[src/rtl/enc_4x2_pope_seq.sv]
// -----------------------------------------------------------------------------
// enc_4x2_pope_seq
//
// Registered 4-to-2 priority encoder with a positive enable and valid/ready
// handshakes on both sides. It is the encoding counterpart of the 2x4
// positive-output, positive-enable decoder.
//
// A 4-bit request vector d is captured when the producer offers it and the
// block is ready. Each capture produces:
//   y     - index of the highest set bit (d[3] = A is highest priority)
//   v     - at least one request bit was set
//   multi - two or more request bits were set
// The result is held until the consumer takes it. Accepted multi-hot vectors
// are counted in a saturating counter for error reporting.
//
// Ports
//   clk        in   1      rising-edge clock
//   rst        in   1      synchronous, active-high reset
//   E          in   1      positive enable, gates input acceptance only
//   d          in   4      request vector, d[3]=A (highest) .. d[0]=D
//   in_valid   in   1      producer presents d
//   in_ready   out  1      block can accept d this cycle (combinational)
//   y          out  2      encoded index of the captured vector
//   v          out  1      captured vector was non-zero
//   multi      out  1      captured vector had two or more bits set
//   out_valid  out  1      y/v/multi hold an unconsumed result
//   out_ready  in   1      consumer takes the result this cycle
//   err_cnt    out  ERR_W  saturating count of accepted multi-hot vectors
// -----------------------------------------------------------------------------
module enc_4x2_pope_seq #(
    parameter int ERR_W = 8
) (
    input  logic             clk,
    input  logic             rst,
    input  logic             E,
    input  logic [3:0]       d,
    input  logic             in_valid,
    output logic             in_ready,
    output logic [1:0]       y,
    output logic             v,
    output logic             multi,
    output logic             out_valid,
    input  logic             out_ready,
    output logic [ERR_W-1:0] err_cnt
);

    typedef enum logic {
        IDLE = 1'b0,
        HOLD = 1'b1
    } state_t;

    state_t r_state;
    state_t w_state_nxt;

    logic             w_in_ready;
    logic             w_out_valid;
    logic             w_accept;

    logic [1:0]       r_y;
    logic             r_v;
    logic             r_multi;
    logic [ERR_W-1:0] r_err;

    // Index of the highest set bit. An all-zero vector encodes as 00 and is
    // told apart from a lone d[0] by the v flag.
    function automatic logic [1:0] f_prio(input logic [3:0] vec);
        logic [1:0] idx;
        if (vec[3]) begin
            idx = 2'b11;
        end else if (vec[2]) begin
            idx = 2'b10;
        end else if (vec[1]) begin
            idx = 2'b01;
        end else begin
            idx = 2'b00;
        end
        return idx;
    endfunction

    // True when two or more request bits are set.
    function automatic logic f_multi(input logic [3:0] vec);
        logic [2:0] cnt;
        cnt = 3'd0;
        for (int i = 0; i < 4; i++) begin
            cnt = cnt + {2'b00, vec[i]};
        end
        return (cnt >= 3'd2);
    endfunction

    // Increment that sticks at all-ones instead of wrapping.
    function automatic logic [ERR_W-1:0] f_sat_inc(input logic [ERR_W-1:0] cnt);
        logic [ERR_W-1:0] res;
        if (&cnt) begin
            res = cnt;
        end else begin
            res = cnt + ERR_W'(1);
        end
        return res;
    endfunction

    // ---------------- FSM: state register ----------------
    always_ff @(posedge clk) begin
        if (rst) begin
            r_state <= IDLE;
        end else begin
            r_state <= w_state_nxt;
        end
    end

    // ---------------- FSM: next-state logic ----------------
    always_comb begin
        w_state_nxt = r_state;
        unique case (r_state)
            IDLE: begin
                if (w_accept) begin
                    w_state_nxt = HOLD;
                end
            end
            HOLD: begin
                // A consume with a simultaneous accept keeps HOLD, giving
                // one result per cycle when both sides stream.
                if (out_ready && !w_accept) begin
                    w_state_nxt = IDLE;
                end
            end
            default: w_state_nxt = IDLE;
        endcase
    end

    // ---------------- FSM: output logic ----------------
    // in_ready looks at out_ready directly so that a held result being taken
    // this cycle frees the register for a new capture at the same edge.
    always_comb begin
        w_out_valid = 1'b0;
        w_in_ready  = 1'b0;
        unique case (r_state)
            IDLE: begin
                w_out_valid = 1'b0;
                w_in_ready  = E;
            end
            HOLD: begin
                w_out_valid = 1'b1;
                w_in_ready  = E & out_ready;
            end
            default: begin
                w_out_valid = 1'b0;
                w_in_ready  = 1'b0;
            end
        endcase
    end

    assign w_accept = in_valid & w_in_ready;

    // ---------------- Result and error-count registers ----------------
    // Reset clears the held result as well, so a result pending at reset is
    // discarded and never re-presented.
    always_ff @(posedge clk) begin
        if (rst) begin
            r_y     <= 2'b00;
            r_v     <= 1'b0;
            r_multi <= 1'b0;
            r_err   <= '0;
        end else if (w_accept) begin
            r_y     <= f_prio(d);
            r_v     <= |d;
            r_multi <= f_multi(d);
            if (f_multi(d)) begin
                r_err <= f_sat_inc(r_err);
            end
        end
    end

    assign in_ready  = w_in_ready;
    assign out_valid = w_out_valid;
    assign y         = r_y;
    assign v         = r_v;
    assign multi     = r_multi;
    assign err_cnt   = r_err;

endmodule
[config.mk]
export PLATFORM = sky130hd
export DESIGN_NAME = enc_4x2_pope_seq
export DESIGN_NICKNAME = d
export VERILOG_FILES = /design/src/rtl/enc_4x2_pope_seq.sv
export SDC_FILE = /design/constraint.sdc
export NUM_CORES = 1
export LEC_CHECK = 0
export CAP_MARGIN = 20
export CORE_MARGIN = 5
export CORE_UTILIZATION = 43
export CTS_CLUSTER_SIZE = 25
export DETAILED_ROUTE_END_ITERATION = 12
export GPL_TIMING_DRIVEN = 0
export PLACE_DENSITY = 0.74
export SLEW_MARGIN = 20
export SYNTH_ARGS = -nofsm -noshare
export SYNTH_HDL_FRONTEND = slang
export SYNTH_SLANG_ARGS = --single-unit
[constraint.sdc]
create_clock -name clk -period 3.5 [get_ports clk]
set_clock_uncertainty 0.2 [all_clocks]
set_input_delay 1.05 -clock clk [delete_from_list [all_inputs] [get_ports clk]]
set_output_delay 1.05 -clock clk [all_outputs]
set_load 0.01 [all_outputs]
==> parameters.txt <==
Parameter                              Value

GRT
  Number of global-route vias before repair    586
  Overflow left after global routing    0
  Initial antenna violation count    0
  Pin count of the biggest net entering global routing    11
  Global-route usage over all layers    12.7%
  Wire length of the first global-routing pass    2.47 mm

Logic synthesis
  Fraction of synthesized cell area taken by the top area cell type    38.1%
  Share of flip-flops with an asynchronous set or reset after synthesis    0%
  Library cell with the highest instance count after synthesis    sky130_fd_sc_hd__dfxtp_1
  Post-synth EDFFs    0
  Unique cell type count in the Yosys netlist    30
  Most frequent cells after synthesis    sky130_fd_sc_hd__dfxtp_1, sky130_fd_sc_hd__a21oi_1, sky130_fd_sc_hd__nor2_1
  Flip-flop and latch count after synthesis    13
  Area of the mapped netlist    683 um2
  Number of cells produced by synthesis    75
  Average cell area after synthesis    9.11 um2
  Sequential element share of the synthesized area    38.1%
  Total number of yosys warnings    0
  Cell type with the highest aggregate area in the netlist    sky130_fd_sc_hd__dfxtp_1
  Total nets after synthesis    87
  Leading register cell type out of synthesis    sky130_fd_sc_hd__dfxtp_1
  Synth area leaders    sky130_fd_sc_hd__dfxtp_1, sky130_fd_sc_hd__a21oi_1, sky130_fd_sc_hd__ha_1

Placement
  Gpl congestion    0.786
  Pre-CTS setup slack    -64.8 ps
  Estimated wirelength of the detail-placed design    1.17 mm
  Placed Cells incl. Taps    113
  Input/output buffers    22

Power and ir drop
  Power density cells    315 mW/mm2
  Leakage power    0.000337 uW
  IR Drop Worst-Case VDD    0.246 mV

Detailed routing
  Iter 0 DRT Violations    11
  Wirelength, routed    1.50 mm
  Met2 WL    722 um
  Top layer used by detailed routing    met3
  Detail-routed net length per standard cell    12.8 um
  Number of routed nets with antenna violations    0
  DR vias/cell    5.51
  Number of iterations in the first detailed-routing pass    4
  DRC violation count after routing    0
  Total number of vias    645
  Met1 routed wirelength after detailed routing    645 um
  Met3 layer wire length in the routed design    133 um

Floorplanning
  Overall die area    0.00249 mm2
  Initial cell density of the core    45.3%
  Chip width    49.9 um
  I/O pin count    23
  Vertical die dimension    49.9 um
  Core outline area    0.00151 mm2
  Count of standard-cell rows    14

Critical path
  Path type of the worst setup path    in -> out
  Critical path required time    2250 ps
  Maximum cell stage delay along the critical path    380 ps
  Critical Path Source Type    primary input
  Cell with the largest stage delay on the worst path    sky130_fd_sc_hd__clkdlybuf4s50_1
  Setup crit end kind    primary output
  CP Max Fanout    4
  WP data arrival    2070 ps
  Critical Path, Cell by Cell    clkdlybuf4s50_1 > nand2b_1 > and2_1 > dlygate4sd2_1

Finish
  Area overhead of the layout relative to synthesis    38.8%
  Antenna Cells    0
  Final std cells w/o fill    117
  Post-layout net count    114
  Layout cell share with drive strength beyond 1    11.9%
  Filler cell count in the final layout    139

Clock network
  Root buffer cell    sky130_fd_sc_hd__clkbuf_4
  H-Tree Level Count    1
  Maximum buffer depth of the clock tree    2
  Clock latency reported for the late side of the worst-skew pair    280 ps
  CTS buffer count    3
  Number of setup buffers added after CTS    0
  Hold Buf Count CTS    0
  Clock tree from TritonCTS    yes
  Clock slew at reported path FFs    80 ps
  Number of sinks driven by the clock tree    13

STA
  Number of setup violations in the final report    0
  Clock period minus final worst setup slack    3320 ps
  Sum of negative setup slack    0 ps
  Fin. Hold Viols    0
  Worst-Margin Slew    462 ps
  Fmax    301 MHz
  Number of max-slew violations in the final report    0
  Setup repair after global routing missed its margin    no
  Worst slew margin    69.2%
  Final clock period utilization by the worst path    94.9%
  Smallest setup slack after layout    177 ps

Flow run
  Number of max-cap violations    0

Status
  Result of the run    finished, final reports clean

Min path
  Classification of the worst-slack hold path    reg -> reg
==> path summary, 6_finish.rpt <==
| check | from | end | slack (ps) | cells after the start |
|---|---|---|---|---|
| min reg2reg | multi | multi | 280 | 2 |
| max reg2reg | err_cnt[0] | err_cnt[5] | 1480 | 6 |
| max | out_ready | in_ready | 180 | 4 |
| min | multi | multi | 280 | 2 |
==> cell type report <==
| type | count | area, um2 | share of cell area (%) |
|---|---|---|---|
| Buffer | 3 | 26.3 | 2.77 |
| Clock buffer | 4 | 26.3 | 2.77 |
| Inverter | 5 | 18.8 | 1.98 |
| Multi-Input combinational cell | 54 | 378 | 39.8 |
| Sequential cell | 13 | 260 | 27.4 |
| Tap cell | 16 | 20.0 | 2.11 |
| Timing Repair Buffer | 22 | 219 | 23.1 |
==> placed cells by master, fill, tap and decap left out, types with 5 or more instances in the layout <==
cell type and n:
sky130_fd_sc_hd__inv_1 5, sky130_fd_sc_hd__nor2_1 6, sky130_fd_sc_hd__dfxtp_1 13, sky130_fd_sc_hd__clkdlybuf4s50_1 21
sky130_fd_sc_hd__a21oi_1 8
==> timing repair <==
action	4_1_cts	5_1_grt
setup endpoints to repair	1	0
endpoints found under the hold margin	0	0
gates resized for setup	1	0
==> registers in the layout (all words and copies together), names as in the netlist <==
register / cells
multi: 1
err_cnt: 8
y: 2
v: 1
r_state: 1
==> worst max-delay path: cells and delay by family <==
| kind | cells | cell delay (ps) |
|---|---|---|
| buffers and inverters | 2 | 660 |
| and+or+nand+nor | 2 | 360 |
==> routing by layer <==
metal  up-vias  track usage, %
met2        23            21.4
met4         0            2.62
met3         0            6.93
li1        328               -
met1       294            13.9
met5         -               0
==> power by group <==
part / internal, uW / switching (uW)
clock: 44.3 / 51.9
combinational: 26.0 / 20.6
sequential: 153 / 3.10
==> cells by family after synthesis <==
logic type	after synthesis	share of synthesized area, %
AOI/OAI and AO/OA	18	17.2
adders and majority gates	3	6.59
buffers and inverters	8	6.59
and+or+nand+nor	30	26.7
muxes	3	4.76
DFF	13	38.1
==> through the flow <==
stage | total power [uW] | utilization (%) | instance area, um2 | hold slack (ps)
finish | 298 | 63.0 | 948 | 275
CTS | 304 | 63.0 | 948 | 279
global route | 315 | 63.0 | 948 | 291
detailed placement | 207 | 61.3 | 923 | 268
floorplan | 181 | - | 683 | 295
global placement | 206 | 61.3 | 923 | 258
(Power assumes the default switching activity.)
